[src/rtl/fpu_mul_param.sv]
// Parametrised floating-point multiply coprocessor.
// Shift-add significand multiply, RNE rounding, flush-to-zero underflow.
module fpu_mul_param #(
  parameter int EXPW  = 5,
  parameter int FRACW = 10
) (
  input  logic                  clock,
  input  logic                  reset,
  input  logic                  start,
  input  logic [EXPW+FRACW:0]   fpuIn1,
  input  logic [EXPW+FRACW:0]   fpuIn2,
  output logic [EXPW+FRACW:0]   fpuOut,
  output logic                  done,
  output logic                  busy,
  output logic [3:0]            condCodes
);

  localparam int W    = 1 + EXPW + FRACW;
  localparam int SW   = FRACW + 1;
  localparam int PW   = 2 * SW;
  localparam int LW   = $clog2(PW);
  localparam int CW   = $clog2(SW);
  localparam int EW   = EXPW + LW + 3;
  localparam int BIAS = (1 << (EXPW - 1)) - 1;
  localparam int EMAX = (1 << EXPW) - 1;

  localparam logic signed [EW-1:0] ONE   = 1;
  localparam logic signed [EW-1:0] EMAXS = EMAX;

  typedef enum logic [1:0] {
    IDLE,
    MUL,
    ROUND,
    DONE
  } state_t;

  state_t        state_q, state_d;
  logic [W-1:0]  a_q, a_d;
  logic [W-1:0]  b_q, b_d;
  logic [PW-1:0] acc_q, acc_d;
  logic [PW-1:0] mcand_q, mcand_d;
  logic [SW-1:0] mplier_q, mplier_d;
  logic [CW-1:0] cnt_q, cnt_d;
  logic [W-1:0]  out_q, out_d;
  logic [3:0]    cc_q, cc_d;
  logic          done_q, done_d;
  logic          busy_q, busy_d;

  logic [SW-1:0] man_in1, man_in2;
  logic [W-1:0]  res;
  logic [3:0]    res_cc;

  assign fpuOut    = out_q;
  assign condCodes = cc_q;
  assign done      = done_q;
  assign busy      = busy_q;

  // Significands of the live inputs; hidden bit is 0 for exp==0.
  always_comb begin
    man_in1 = {|fpuIn1[W-2:FRACW], fpuIn1[FRACW-1:0]};
    man_in2 = {|fpuIn2[W-2:FRACW], fpuIn2[FRACW-1:0]};
  end

  // Normalise, round and resolve special operands from the product.
  always_comb begin
    logic                 sa, sb, sgn;
    logic [EXPW-1:0]      xa, xb;
    logic [FRACW-1:0]     fa, fb;
    logic                 nan_a, nan_b;
    logic                 inf_a, inf_b;
    logic                 zero_a, zero_b;
    logic signed [EW-1:0] ea, eb, e_n, e_r;
    logic [LW-1:0]        pos, sh;
    logic [PW-1:0]        norm;
    logic [FRACW-1:0]     frac_t;
    logic                 g, r, s, ru, inex, nz;
    logic [FRACW:0]       rsum;
    logic [W-1:0]         qnan;

    {sa, xa, fa} = a_q;
    {sb, xb, fb} = b_q;
    sgn    = sa ^ sb;
    nan_a  = (&xa) & (|fa);
    nan_b  = (&xb) & (|fb);
    inf_a  = (&xa) & ~(|fa);
    inf_b  = (&xb) & ~(|fb);
    zero_a = ~(|xa) & ~(|fa);
    zero_b = ~(|xb) & ~(|fb);
    ea     = (xa == '0) ? ONE : EW'(xa);
    eb     = (xb == '0) ? ONE : EW'(xb);

    pos = '0;
    for (int i = 0; i < PW; i++) begin
      if (acc_q[i]) pos = LW'(i);
    end
    sh   = LW'(PW - 1) - pos;
    norm = acc_q << sh;
    nz   = norm[PW-1];
    e_n  = ea + eb - EW'(BIAS)
         + EW'(pos) - EW'(PW - 2);

    frac_t = norm[PW-2 -: FRACW];
    g      = norm[FRACW];
    r      = norm[FRACW-1];
    s      = |norm[FRACW-2:0];
    inex   = g | r | s;
    ru     = g & (r | s | frac_t[0]);
    rsum   = {1'b0, frac_t} + {{FRACW{1'b0}}, ru};
    e_r    = e_n + EW'(rsum[FRACW]);

    qnan = {1'b0, {EXPW{1'b1}}, 1'b1,
            {(FRACW-1){1'b0}}};

    if (nan_a | nan_b | (inf_a & zero_b)
        | (inf_b & zero_a)) begin
      res    = qnan;
      res_cc = 4'b0000;
    end else if (inf_a | inf_b) begin
      res    = {sgn, {EXPW{1'b1}}, {FRACW{1'b0}}};
      res_cc = {2'b00, sgn, 1'b0};
    end else if (zero_a | zero_b) begin
      res    = {sgn, {(W-1){1'b0}}};
      res_cc = {2'b10, sgn, 1'b0};
    end else if (e_n < ONE) begin
      res    = {sgn, {(W-1){1'b0}}};
      res_cc = {1'b1, nz, sgn, 1'b0};
    end else if (e_r >= EMAXS) begin
      res    = {sgn, {EXPW{1'b1}}, {FRACW{1'b0}}};
      res_cc = {2'b01, sgn, 1'b1};
    end else begin
      res    = {sgn, e_r[EXPW-1:0], rsum[FRACW-1:0]};
      res_cc = {1'b0, inex, sgn, 1'b0};
    end
  end

  // Next-state for the control FSM and the shift-add datapath.
  always_comb begin
    state_d  = state_q;
    a_d      = a_q;
    b_d      = b_q;
    acc_d    = acc_q;
    mcand_d  = mcand_q;
    mplier_d = mplier_q;
    cnt_d    = cnt_q;
    out_d    = out_q;
    cc_d     = cc_q;
    done_d   = done_q;
    busy_d   = busy_q;
    unique case (state_q)
      IDLE, DONE: begin
        done_d = (state_q == DONE);
        if (start) begin
          a_d      = fpuIn1;
          b_d      = fpuIn2;
          acc_d    = '0;
          cnt_d    = '0;
          mcand_d  = PW'(man_in1);
          mplier_d = man_in2;
          done_d   = 1'b0;
          busy_d   = 1'b1;
          state_d  = MUL;
        end
      end
      MUL: begin
        if (mplier_q[0]) acc_d = acc_q + mcand_q;
        mcand_d  = mcand_q << 1;
        mplier_d = mplier_q >> 1;
        cnt_d    = cnt_q + 1'b1;
        if (cnt_q == CW'(FRACW)) state_d = ROUND;
      end
      ROUND: begin
        out_d   = res;
        cc_d    = res_cc;
        busy_d  = 1'b0;
        state_d = DONE;
      end
      default: state_d = IDLE;
    endcase
  end

  // State registers with synchronous abort on reset.
  always_ff @(posedge clock) begin
    if (reset) begin
      state_q  <= IDLE;
      a_q      <= '0;
      b_q      <= '0;
      acc_q    <= '0;
      mcand_q  <= '0;
      mplier_q <= '0;
      cnt_q    <= '0;
      out_q    <= '0;
      cc_q     <= '0;
      done_q   <= 1'b0;
      busy_q   <= 1'b0;
    end else begin
      state_q  <= state_d;
      a_q      <= a_d;
      b_q      <= b_d;
      acc_q    <= acc_d;
      mcand_q  <= mcand_d;
      mplier_q <= mplier_d;
      cnt_q    <= cnt_d;
      out_q    <= out_d;
      cc_q     <= cc_d;
      done_q   <= done_d;
      busy_q   <= busy_d;
    end
  end

endmodule

[config.mk]
export PLATFORM = sky130hd
export DESIGN_NAME = fpu_mul_param
export DESIGN_NICKNAME = d
export VERILOG_FILES = /design/src/rtl/fpu_mul_param.sv
export SDC_FILE = /design/constraint.sdc
export NUM_CORES = 1
export LEC_CHECK = 0
export ABC_AREA = 1
export BUFFER_PORTS_ARGS = -buffer_cell sky130_fd_sc_hd__buf_4
export CAP_MARGIN = 20
export CORE_MARGIN = 8
export CORE_UTILIZATION = 54
export CTS_CLUSTER_DIAMETER = 80
export DETAILED_ROUTE_END_ITERATION = 8
export PLACE_DENSITY = 0.73
export SLEW_MARGIN = 20
export SYNTH_ARGS = -nofsm -noshare
export SYNTH_HDL_FRONTEND = slang
export SYNTH_SLANG_ARGS = --single-unit
[constraint.sdc]
create_clock -name clock -period 7.6 [get_ports clock]
set_input_delay 0.76 -clock clock [delete_from_list [all_inputs] [get_ports clock]]
set_output_delay 0.76 -clock clock [all_outputs]
set_load 0.01 [all_outputs]
==> summary.txt, run 1 <==
Run status
  – Status: complete, no violations

Cells and area
  – Final Net Count: 1306
  – Post-layout instance count excluding filler cells: roughly 1.4k
  – Highest-count cells in the layout ignoring fill and taps: 274 x sky130_fd_sc_hd__nand2_1, 131 x sky130_fd_sc_hd__nand3_1, 118 x sky130_fd_sc_hd__inv_1
  – Fraction of layout cells with a size suffix above 1: between 10 and 15%
  – Antenna diodes: 0
  – Post-layout utilization of the core: a little over three fifths
  – Total of fill cells in the finished design: 1316
  – Layout-stage area growth over the synthesis result: 14.0%
  – Most common library cell in the layout ignoring fill and taps: sky130_fd_sc_hd__nand2_1

Floorplan
  – Horiz. Die Dim: 136 µm
  – Vertical die dimension: roughly 140 µm
  – Die area: between 15000 and 20000 µm²
  – Row cnt: 43
  – Count of boundary I/O pins: 57
  – Initial Utilization: between 50% and 60%
  – CORE AREA: approximately 14000 µm²

Worst setup path
  – Endpoint type of the worst setup path: flop
  – Reg2reg end: fpuOut[2]
  – Worst setup path end: fpuOut[2]
  – Max incr delay on CP: between 0.4 and 0.5 ns
  – Launching instance or port of the critical path: acc_q[4]
  – Cells on worst reg2reg path: 38
  – Maximum fanout count along the critical path: 23
  – Worst setup path class: flop to flop
  – Cell with the largest stage delay on the worst path: sky130_fd_sc_hd__a21oi_1
  – Data arrival time at the worst-slack endpoint: around 6 ns
  – Worst reg2reg path startpoint: acc_q[4]
  – Worst reg-to-reg setup slack: 1.73 ns
  – Required time of the critical path: between 7 and 8 ns
  – Library cell appearing most often on the critical path: sky130_fd_sc_hd__nand2_1
  – Nature of the critical path startpoint: flop

Placement
  – Setup WS pre-CTS: 1.82 ns
  – Placed wire-length estimate after detailed placement: around 15000 µm
  – Routability congestion estimate from global placement: 0.888
  – Buffers on Ports: 56
  – Placed cell count: 1378

Logic synthesis
  – Cell types occupying the most area after synthesis: sky130_fd_sc_hd__dfxtp_1 30%, sky130_fd_sc_hd__nand2_1 13%, sky130_fd_sc_hd__nand3_1 8.5%
  – #FFs+latches synth: 114
  – Sequential fraction of the synthesis area: between 20% and 30%
  – Cell Area, Synth: just under 8000 µm²
  – Proportion of synthesized flip-flops having asynchronous set or reset: 0%
  – Average footprint of a synthesized cell: approximately 6.5 µm²
  – Fraction of synthesized cell area taken by the top area cell type: ~30%
  – Number of library cell types mapped by synthesis: 50
  – Yosys top cell by area: sky130_fd_sc_hd__dfxtp_1
  – Number of instances in the synthesized netlist: about 1.2k
  – Number of warning messages in the yosys log: 0
  – Number of synthesized flops with an enable pin: 0
  – Net count of the mapped netlist: 1280
  – Dominant register cell in the synthesized netlist: sky130_fd_sc_hd__dfxtp_1

Clocking
  – Worst-Skew Late Latency: 0.43 ns
  – Clock tree from TritonCTS: done
  – Maximum clock insertion buffer count: 2
  – H-tree Lvls: 4
  – Num Clock Sinks: roughly 110
  – Number of clock buffers inserted by TritonCTS: 17
  – Post_cts resized: 0
  – Quantity of hold-fixing buffers added after cts: 0
  – Clk root buf: sky130_fd_sc_hd__clkbuf_16
  – Clock-pin slew reported for the worst setup and hold paths after clock tree synthesis: 0.06 ns
  – # Post-CTS Setup Buffers: 0

STA
  – Ratio of final minimum period to clock period: just under 80%
  – Accumulated negative setup slack: 0 ns
  – Final setup slack of the worst path: between 1.5 and 2 ns
  – Transition at the pin with the smallest max-transition slack: between 0.9 and 1 ns
  – Count of final max-slew check failures: 0
  – Slew HR: between 30% and 40%
  – Tmin final: 5.87 ns
  – Setup skew after layout: between 0.01 and 0.015 ns
  – Fin. Hold Viols: 0
  – Fmax: around 170 MHz
  – Finish-stage setup viols: 0
  – Unrepaired setup endpoints after global routing: false

Pwr
  – Power Dens Cells: a little over 400 nW/µm²
  – Clk pwr share: a little under a quarter
  – Part of the total power dissipated in combinational logic: between 50% and 60%
  – Switching pwr: 0.00170 W
  – VDD IR max: 0.000228 V
  – Reg power frac: about a quarter
  – Net Sw Frac: between 40% and 50%
  – Static power due to leakage: between 3 and 4 nW
  – Internal Power: about 0.0019 W

Global route
  – Wire length of the first global-routing pass: ~34000 µm
  – Pin count of the biggest net entering global routing: 63
  – Initial antenna violation count: 0
  – Leftover overflow at the end of global routing: 0
  – Number of global-route vias before repair: approximately 7k
  – Tot GR Track Use: between 20% and 30%

Route
  – Vias: 7844
  – Total detailed-routing wirelength: roughly 20000 µm
  – Per-cell via count in the routed design: about 5.6
  – DR DRC count: 0
  – WL per Instance: roughly 14 µm
  – DRC marker count from the first detailed-route iteration: between 600 and 700
  – Number of nets with antenna violations after routing: 0
  – First-pass DRT Iterations: 5

Run
  – Maximum capacitance violations: 0

Min path
  – Type of the tightest min-delay check: flop to flop
[metrics by stage]
step | total power (W) | hold slack (ns) | area [µm²]
5_1_grt | 0.00391 | 0.490 | 8800
3_3_place_gp | 0.00272 | 0.453 | 8200
6_report | 0.00359 | 0.466 | 8800
3_5_place_dp | 0.00273 | 0.458 | 8200
2_1_floorplan | 0.00229 | 0.446 | 7720
4_1_cts | 0.00360 | 0.468 | 8800
[area by class of cell]
type                    count  area (µm²)  share of cell area (%)
multi-input cells         897        4740                    53.9
flip-flops and latches    114        2280                    25.9
repair buffers             65         488                    5.54
inverters                 122         458                    5.20
clock buffers              18         439                    4.99
well taps                 180         225                    2.56
clock inverters            14         170                    1.93
[metal layers]
layer  up-vias  track usage (%)  wire length [µm]
met1      3507             31.3              9750
met3        26             4.90              1360
li1       4031                -                 -
met4         0             6.23               268
met2       280             34.5              8930
met5         -                0                 0
[worst min-delay path by stage]
| stage | startpoint | end | slack, ns | depth (start not counted) |
|---|---|---|---|---|
| after floorplan | a_q[0] | a_q[0] | 0.45 | 2 |
| after global placement | condCodes[3] | condCodes[3] | 0.45 | 2 |
| after detailed placement | condCodes[2] | condCodes[2] | 0.46 | 2 |
| after CTS | condCodes[2] | condCodes[2] | 0.47 | 2 |
| after global routing | a_q[0] | a_q[0] | 0.49 | 2 |
| final | condCodes[3] | condCodes[3] | 0.47 | 2 |
[cells by family after synthesis]
family / share of synthesized area [%]
and+or+nand+nor: 32.7
AOI/OAI and AO/OA: 18.1
buffers and inverters: 9.19
DFF: 29.5
adders and majority gates: 9.04
xor gates and xnor gates: 1.46
[synth_stat cells, types with 2 or more instances]
| cell type | number |
|---|---|
| sky130_fd_sc_hd__ha_1 | 51 |
| sky130_fd_sc_hd__xor2_1 | 7 |
| sky130_fd_sc_hd__a21oi_1 | 96 |
| sky130_fd_sc_hd__nand2_2 | 7 |
| sky130_fd_sc_hd__o21ai_2 | 3 |
| sky130_fd_sc_hd__inv_2 | 2 |
| sky130_fd_sc_hd__nor3_1 | 11 |
| sky130_fd_sc_hd__o21bai_1 | 4 |
| sky130_fd_sc_hd__clkbuf_1 | 51 |
| sky130_fd_sc_hd__o21ai_0 | 96 |
| sky130_fd_sc_hd__nor4_1 | 6 |
| sky130_fd_sc_hd__o21ai_1 | 5 |
| sky130_fd_sc_hd__dfxtp_1 | 114 |
| sky130_fd_sc_hd__nor2_1 | 106 |
| sky130_fd_sc_hd__inv_1 | 118 |
| sky130_fd_sc_hd__fa_1 | 3 |
| sky130_fd_sc_hd__and2_1 | 2 |
| sky130_fd_sc_hd__xnor2_1 | 4 |
| sky130_fd_sc_hd__a211oi_1 | 3 |
| sky130_fd_sc_hd__or2_2 | 10 |
| sky130_fd_sc_hd__o21a_1 | 3 |
| sky130_fd_sc_hd__nand4_1 | 11 |
| sky130_fd_sc_hd__clkinv_1 | 2 |
| sky130_fd_sc_hd__buf_4 | 2 |
| sky130_fd_sc_hd__a31oi_1 | 22 |
| sky130_fd_sc_hd__nand2_4 | 2 |
| sky130_fd_sc_hd__a21boi_0 | 10 |
| sky130_fd_sc_hd__o211ai_1 | 5 |
| sky130_fd_sc_hd__nand2_1 | 274 |
| sky130_fd_sc_hd__nand3_2 | 3 |
| sky130_fd_sc_hd__buf_2 | 2 |
| sky130_fd_sc_hd__nand3_1 | 131 |
| sky130_fd_sc_hd__nor2_2 | 5 |
| sky130_fd_sc_hd__nand3b_1 | 4 |
[state kept, by name, indices dropped and copies added, names as in the netlist, 2 cells and up]
| register | cells |
|---|---|
| acc_q | 22 |
| mcand_q | 22 |
| a_q | 16 |
| b_q | 16 |
| fpuOut | 15 |
| mplier_q | 11 |
| cnt_q | 4 |
| condCodes | 4 |
| state_q | 2 |
[power by group through the flow]
stage,Clock [W],Sequential (W),Combinational (W)
detailed placement,0,0.000846,0.00189
global route,0.000869,0.000853,0.00219
global placement,0,0.000843,0.00188
floorplan,0,0.000827,0.00146
CTS,0.000843,0.000835,0.00192
finish,0.000832,0.000836,0.00192
[critical path: cells and delay by family, from the launching register on]
family / cells / cell delay [ns]
flops: 1 / 0.36
compound gates: 8 / 1.13
simple gates: 19 / 2.05
xor+xnor: 1 / 0.15
fa+ha+maj: 4 / 0.82
buf+inv: 6 / 1.21
No activity file was read; power rests on OpenSTA's default activity.
==> inputs of run 2 (changes only) <==
==> constraint.sdc (replaced) <==
create_clock -name clock -period 5.8 [get_ports clock]
set_input_delay 0.58 -clock clock [delete_from_list [all_inputs] [get_ports clock]]
set_output_delay 0.58 -clock clock [all_outputs]
set_load 0.01 [all_outputs]
==> summary.txt, run 2 (synthesized netlist as in run 1, its figures left out) <==
Floorplan
  – Row cnt: 43 (unchanged)
  – Vertical die dimension: 136 µm (unchanged)
  – Count of boundary I/O pins: 57 (unchanged)
  – CORE AREA: 13900 µm² (unchanged)
  – Horiz. Die Dim: 136 µm (unchanged)
  – Die area: 18400 µm² (unchanged)
  – Initial Utilization: 55.4% (unchanged)

Clocking
  – Clk root buf: sky130_fd_sc_hd__clkbuf_16 (unchanged)
  – Worst-Skew Late Latency: 0.43 ns (about the same)
  – Clock-pin slew reported for the worst setup and hold paths after clock tree synthesis: 0.06 ns (about the same)
  – Number of clock buffers inserted by TritonCTS: 17 (unchanged)
  – Clock tree from TritonCTS: done (unchanged)
  – Num Clock Sinks: 114 (unchanged)
  – H-tree Lvls: 4 (unchanged)
  – Maximum clock insertion buffer count: 2 (unchanged)

Pwr
  – Static power due to leakage: 3.98 nW (was 3.96 nW)
  – Part of the total power dissipated in combinational logic: 54.7% (was 53.6%)
  – VDD IR max: 0.000250 V (was 0.000228 V)
  – Reg power frac: 23.6% (was 23.3%)
  – Net Sw Frac: 47.3% (about the same)
  – Internal Power: 0.00245 W (was 0.00189 W)
  – Power Dens Cells: 523 nW/µm² (was 408 nW/µm²)
  – Clk pwr share: 21.7% (was 23.2%)
  – Switching pwr: 0.00219 W (was 0.00170 W)

Route
  – Number of nets with antenna violations after routing: 0 (unchanged)
  – WL per Instance: 14.4 µm (about the same)
  – Per-cell via count in the routed design: 5.55 (was 5.56)
  – DRC marker count from the first detailed-route iteration: 684 (was 666)
  – First-pass DRT Iterations: 5 (unchanged)
  – Vias: 7886 (was 7844)
  – Total detailed-routing wirelength: 20400 µm (was 20300 µm)
  – DR DRC count: 0 (unchanged)

Cells and area
  – Final Net Count: 1316 (was 1306)
  – Post-layout utilization of the core: 63.6% (was 63.2%)
  – Highest-count cells in the layout ignoring fill and taps: 274 x sky130_fd_sc_hd__nand2_1, 131 x sky130_fd_sc_hd__nand3_1, 118 x sky130_fd_sc_hd__inv_1 (unchanged)
  – Antenna diodes: 0 (unchanged)
  – Layout-stage area growth over the synthesis result: 14.8% (was 14.0%)
  – Largest registers: acc_q: 22 flops, mcand_q: 22 flops (unchanged)
  – Fraction of layout cells with a size suffix above 1: 11.9% (was 11.0%)
  – Most common library cell in the layout ignoring fill and taps: sky130_fd_sc_hd__nand2_1 (unchanged)
  – Total of fill cells in the finished design: 1318 (was 1316)

STA
  – Tmin final: 5.10 ns (was 5.87 ns)
  – Finish-stage setup viols: 0 (unchanged)
  – Accumulated negative setup slack: 0 ns (unchanged)
  – Slew HR: 35.2% (was 33.3%)
  – Setup skew after layout: 0.00906 ns (was 0.0145 ns)
  – Transition at the pin with the smallest max-transition slack: 0.971 ns (was 0.999 ns)
  – Unrepaired setup endpoints after global routing: false (unchanged)
  – Fin. Hold Viols: 0 (unchanged)
  – Ratio of final minimum period to clock period: 87.9% (was 77.3%)
  – Count of final max-slew check failures: 0 (unchanged)
  – Final setup slack of the worst path: 0.699 ns (was 1.73 ns)
  – Fmax: 196 MHz (was 170 MHz)
  – Fin Hold WS: 0.403 ns (was 0.466 ns)

Placement
  – Routability congestion estimate from global placement: 0.886 (was 0.888)
  – Setup WS pre-CTS: 0.518 ns (was 1.82 ns)
  – Placed wire-length estimate after detailed placement: 14900 µm (was 14700 µm)
  – Buffers on Ports: 56 (unchanged)

Run
  – Maximum capacitance violations: 0 (unchanged)

Min path
  – Type of the tightest min-delay check: primary input to flop (was flop to flop)
  – Worst hold path depth: 3 (was 2)
  – Worst-case hold path end point: a_q[15] (was condCodes[3])
  – Worst min-delay path startpoint: fpuIn1[15] (was condCodes[3])

Worst setup path
  – Maximum fanout count along the critical path: 19 (was 23)
  – Cell with the largest stage delay on the worst path: sky130_fd_sc_hd__dfxtp_1 (was sky130_fd_sc_hd__a21oi_1)
  – Worst reg2reg path startpoint: acc_q[3] (was acc_q[4])
  – Required time of the critical path: 6.16 ns (was 7.88 ns)
  – Launching instance or port of the critical path: acc_q[3] (was acc_q[4])
  – Endpoint type of the worst setup path: flop (unchanged)
  – Worst reg-to-reg setup slack: 0.70 ns (was 1.73 ns)
  – Data arrival time at the worst-slack endpoint: 5.46 ns (was 6.15 ns)
  – Cells on worst reg2reg path: 47 (was 38)
  – Nature of the critical path startpoint: flop (unchanged)
  – Reg2reg end: fpuOut[2] (unchanged)
  – Max incr delay on CP: 0.43 ns (was 0.49 ns)
  – Library cell appearing most often on the critical path: sky130_fd_sc_hd__nand2_1 (unchanged)
  – Worst setup path class: flop to flop (unchanged)

Global route
  – Pin count of the biggest net entering global routing: 63 (unchanged)
  – Leftover overflow at the end of global routing: 0 (unchanged)
  – Initial antenna violation count: 0 (unchanged)
  – Wire length of the first global-routing pass: 34300 µm (about the same)
  – Tot GR Track Use: 22.7% (was 22.6%)
  – Number of global-route vias before repair: 7096 (was 7027)

Run status
  – Status: complete, no violations (unchanged)
-- run 2: per-layer routing --
metal | GRT usage (%) | part of all wire (%) | vias up
li1 | - | - | 4035
met1 | 31.6 | 49 | 3593
met2 | 34.3 | 44 | 227
met3 | 4.08 | 4.8 | 31
met4 | 8.08 | 1.7 | 0
met5 | 0 | 0 | -
-- run 2: how the worst max path moves through the flow --
stage	endpoint	slack [ns]	depth (start not counted)
2_1_floorplan	fpuOut[2]	0.70	37
3_3_place_gp	fpuOut[2]	0.66	46
3_5_place_dp	fpuOut[2]	0.52	46
4_1_cts	fpuOut[2]	0.48	46
5_1_grt	fpuOut[2]	0.003	47
6_report	fpuOut[2]	0.70	47
-- run 2: final cells by class --
type,count,area (µm²),share of cell area [%]
Tap cell,180,225,2.54
Sequential cell,114,2280,25.8
Inverter,122,458,5.17
Timing Repair Buffer,74,556,6.27
Clock buffer,19,443,5.00
Multi-Input combinational cell,898,4770,53.8
Clock inverter,13,128,1.44
-- run 2: power groups by stage --
stage          logic (W)  registers, W  clock network, W
6_report         0.00254       0.00109           0.00101
5_1_grt          0.00290       0.00112           0.00105
4_1_cts          0.00250       0.00109           0.00102
3_5_place_dp     0.00248       0.00111                 0
3_3_place_gp     0.00247       0.00110                 0
2_1_floorplan    0.00191       0.00108                 0
-- run 2: critical path: cells and delay by family, from the launching register on --
kind,cells,cell delay [ns]
AOI/OAI and AO/OA,7,0.87
DFF,1,0.43
and+or+nand+nor,32,2.74
adders and majority gates,3,0.55
buffers and inverters,5,0.41
-- run 2: repair_timing --
| action | CTS | global route |
|---|---|---|
| buffers inserted | 0 | 2 |
| endpoints found under the hold margin | 0 | 0 |
| hold buffers | 0 | 0 |
| resized for setup | 0 | 5 |
| setup endpoints to repair | 0 | 14 |
-- run 2: stage by stage --
stage | instances | cell area [µm²] | power (W)
2_1_floorplan | 1191 | 7720 | 0.00300
3_3_place_gp | 1385 | 8250 | 0.00357
3_5_place_dp | 1385 | 8250 | 0.00358
4_1_cts | 1417 | 8820 | 0.00461
5_1_grt | 1420 | 8860 | 0.00507
6_report | 1420 | 8860 | 0.00464
==> inputs of run 3 (changes only) <==
--- a/config.mk
+++ b/config.mk
@@ -12,7 +12,7 @@
 export CORE_UTILIZATION = 54
 export CTS_CLUSTER_DIAMETER = 80
 export DETAILED_ROUTE_END_ITERATION = 8
-export PLACE_DENSITY = 0.73
+export PLACE_DENSITY_LB_ADDON = 0.1
 export SLEW_MARGIN = 20
 export SYNTH_ARGS = -nofsm -noshare
 export SYNTH_HDL_FRONTEND = slang
==> summary.txt, run 3 (synthesized netlist as in run 1, its figures left out) <==
Route
  – Total detailed-routing wirelength: 20800 µm (was 20400 µm)
  – DR DRC count: 0 (unchanged)
  – DRC marker count from the first detailed-route iteration: 777 (was 684)
  – First-pass DRT Iterations: 7 (was 5)
  – WL per Instance: 14.7 µm (was 14.4 µm)
  – Per-cell via count in the routed design: 5.52 (was 5.55)
  – Number of nets with antenna violations after routing: 0 (unchanged)
  – Vias: 7844 (was 7886)

Placement
  – Routability congestion estimate from global placement: 0.920 (was 0.886)
  – Buffers on Ports: 56 (unchanged)
  – Setup WS pre-CTS: 0.505 ns (was 0.518 ns)
  – Placed wire-length estimate after detailed placement: 15100 µm (was 14900 µm)
  – Placed cell count: 1384 (was 1385)

Global route
  – Number of global-route vias before repair: 7242 (was 7096)
  – Tot GR Track Use: 23.0% (was 22.7%)
  – Initial antenna violation count: 0 (unchanged)
  – Wire length of the first global-routing pass: 34600 µm (was 34300 µm)
  – Leftover overflow at the end of global routing: 0 (unchanged)
  – Pin count of the biggest net entering global routing: 61 (was 63)

STA
  – Ratio of final minimum period to clock period: 90.6% (was 87.9%)
  – Count of final max-slew check failures: 0 (unchanged)
  – Slew HR: 37.2% (was 35.2%)
  – Setup skew after layout: 0.0126 ns (was 0.00906 ns)
  – Accumulated negative setup slack: 0 ns (unchanged)
  – Tmin final: 5.25 ns (was 5.10 ns)
  – Fin Hold WS: 0.407 ns (was 0.403 ns)
  – Fin. Hold Viols: 0 (unchanged)
  – Finish-stage setup viols: 0 (unchanged)
  – Transition at the pin with the smallest max-transition slack: 0.941 ns (was 0.971 ns)
  – Final setup slack of the worst path: 0.546 ns (was 0.699 ns)
  – Fmax: 190 MHz (was 196 MHz)

Worst setup path
  – Worst reg2reg path startpoint: acc_q[3] (unchanged)
  – Max incr delay on CP: 0.45 ns (was 0.43 ns)
  – Library cell appearing most often on the critical path: sky130_fd_sc_hd__nand2_1 (unchanged)
  – Required time of the critical path: 6.15 ns (was 6.16 ns)
  – Cells on worst reg2reg path: 47 (unchanged)
  – Data arrival time at the worst-slack endpoint: 5.61 ns (was 5.46 ns)
  – Maximum fanout count along the critical path: 19 (unchanged)
  – Endpoint type of the worst setup path: flop (unchanged)
  – Launching instance or port of the critical path: acc_q[3] (unchanged)
  – Worst reg-to-reg setup slack: 0.55 ns (was 0.70 ns)
  – Reg2reg end: fpuOut[2] (unchanged)
  – Worst setup path end: fpuOut[2] (unchanged)
  – Worst setup path class: flop to flop (unchanged)
  – Cell with the largest stage delay on the worst path: sky130_fd_sc_hd__dfxtp_1 (unchanged)
  – Nature of the critical path startpoint: flop (unchanged)

Cells and area
  – Layout-stage area growth over the synthesis result: 15.2% (was 14.8%)
  – Fraction of layout cells with a size suffix above 1: 11.9% (unchanged)
  – Antenna diodes: 0 (unchanged)
  – Most common library cell in the layout ignoring fill and taps: sky130_fd_sc_hd__nand2_1 (unchanged)
  – Post-layout instance count excluding filler cells: 1420 (unchanged)
  – Highest-count cells in the layout ignoring fill and taps: 274 x sky130_fd_sc_hd__nand2_1, 131 x sky130_fd_sc_hd__nand3_1, 118 x sky130_fd_sc_hd__inv_1 (unchanged)
  – Total of fill cells in the finished design: 1316 (was 1318)
  – Post-layout utilization of the core: 63.9% (was 63.6%)
  – Final Net Count: 1316 (unchanged)
  – Largest registers: acc_q: 22 flops, mcand_q: 22 flops (unchanged)

Floorplan
  – Initial Utilization: 55.4% (unchanged)
  – Die area: 18400 µm² (unchanged)
  – CORE AREA: 13900 µm² (unchanged)
  – Vertical die dimension: 136 µm (unchanged)
  – Horiz. Die Dim: 136 µm (unchanged)
  – Row cnt: 43 (unchanged)
  – Count of boundary I/O pins: 57 (unchanged)

Pwr
  – Static power due to leakage: 3.99 nW (was 3.98 nW)
  – Power Dens Cells: 532 nW/µm² (was 523 nW/µm²)
  – VDD IR max: 0.000231 V (was 0.000250 V)

Min path
  – Type of the tightest min-delay check: primary input to flop (unchanged)

Clocking
  – Maximum clock insertion buffer count: 2 (unchanged)
  – Number of clock buffers inserted by TritonCTS: 17 (unchanged)
  – Clk root buf: sky130_fd_sc_hd__clkbuf_16 (unchanged)
  – H-tree Lvls: 4 (unchanged)
  – Clock-pin slew reported for the worst setup and hold paths after clock tree synthesis: 0.06 ns (about the same)
  – Clock tree from TritonCTS: done (unchanged)
  – Quantity of hold-fixing buffers added after cts: 0 (unchanged)
  – Num Clock Sinks: 114 (unchanged)
  – Worst-Skew Late Latency: 0.43 ns (about the same)

Run status
  – Status: complete, no violations (unchanged)

Run
  – Maximum capacitance violations: 0 (unchanged)
[run 3: per-stage QoR]
stage | area [µm²] | total power [W]
after global placement | 8240 | 0.00359
after detailed placement | 8240 | 0.00360
after floorplan | 7720 | 0.00300
final | 8900 | 0.00474
after global routing | 8900 | 0.00516
after CTS | 8840 | 0.00469
[run 3: area by class of cell]
cell class	count	area [µm²]	area share, %
clock buffers	19	453	5.09
inverters	122	458	5.15
multi-input cells	898	4770	53.6
clock inverters	13	149	1.67
well taps	180	225	2.53
flip-flops and latches	114	2280	25.7
repair buffers	74	556	6.24
[run 3: critical path: cells and delay by family (launching register included)]
family | cells | cell delay (ns)
AO/OA/AOI/OAI | 7 | 0.85
buffers and inverters | 5 | 0.46
AND/OR/NAND/NOR | 32 | 2.87
flip-flops | 1 | 0.45
adder cells (fa/ha/maj) | 3 | 0.55
[run 3: layer usage]
layer  up-vias  part of all wire (%)  global-route usage [%]
li1       4035                     -                       -
met1      3531                    48                    30.8
met2       236                    45                    35.9
met3        42                   5.4                    3.89
met4         0                   2.5                    9.50
met5         -                     0                       0
[run 3: worst min path at each step]
stage	slack (ns)	startpoint	cells past startpoint	to
finish	0.41	fpuIn2[15]	3	b_q[15]
global route	0.43	fpuIn1[9]	3	a_q[9]
CTS	0.40	fpuIn2[15]	3	b_q[15]
detailed placement	0.46	fpuOut[3]	2	fpuOut[3]
global placement	0.45	fpuOut[3]	2	fpuOut[3]
floorplan	0.45	a_q[0]	2	a_q[0]
[run 3: what timing repair did]
action                     in CTS  in global routing
setup endpoints to repair       0                 14
resized for setup               0                  5
buffers inserted                0                  3
[run 3: report_power, final]
part / internal [W] / switching [W]
Combinational: 0.000889 / 0.00168
Sequential: 0.000967 / 0.000130
Clock: 0.000661 / 0.000408
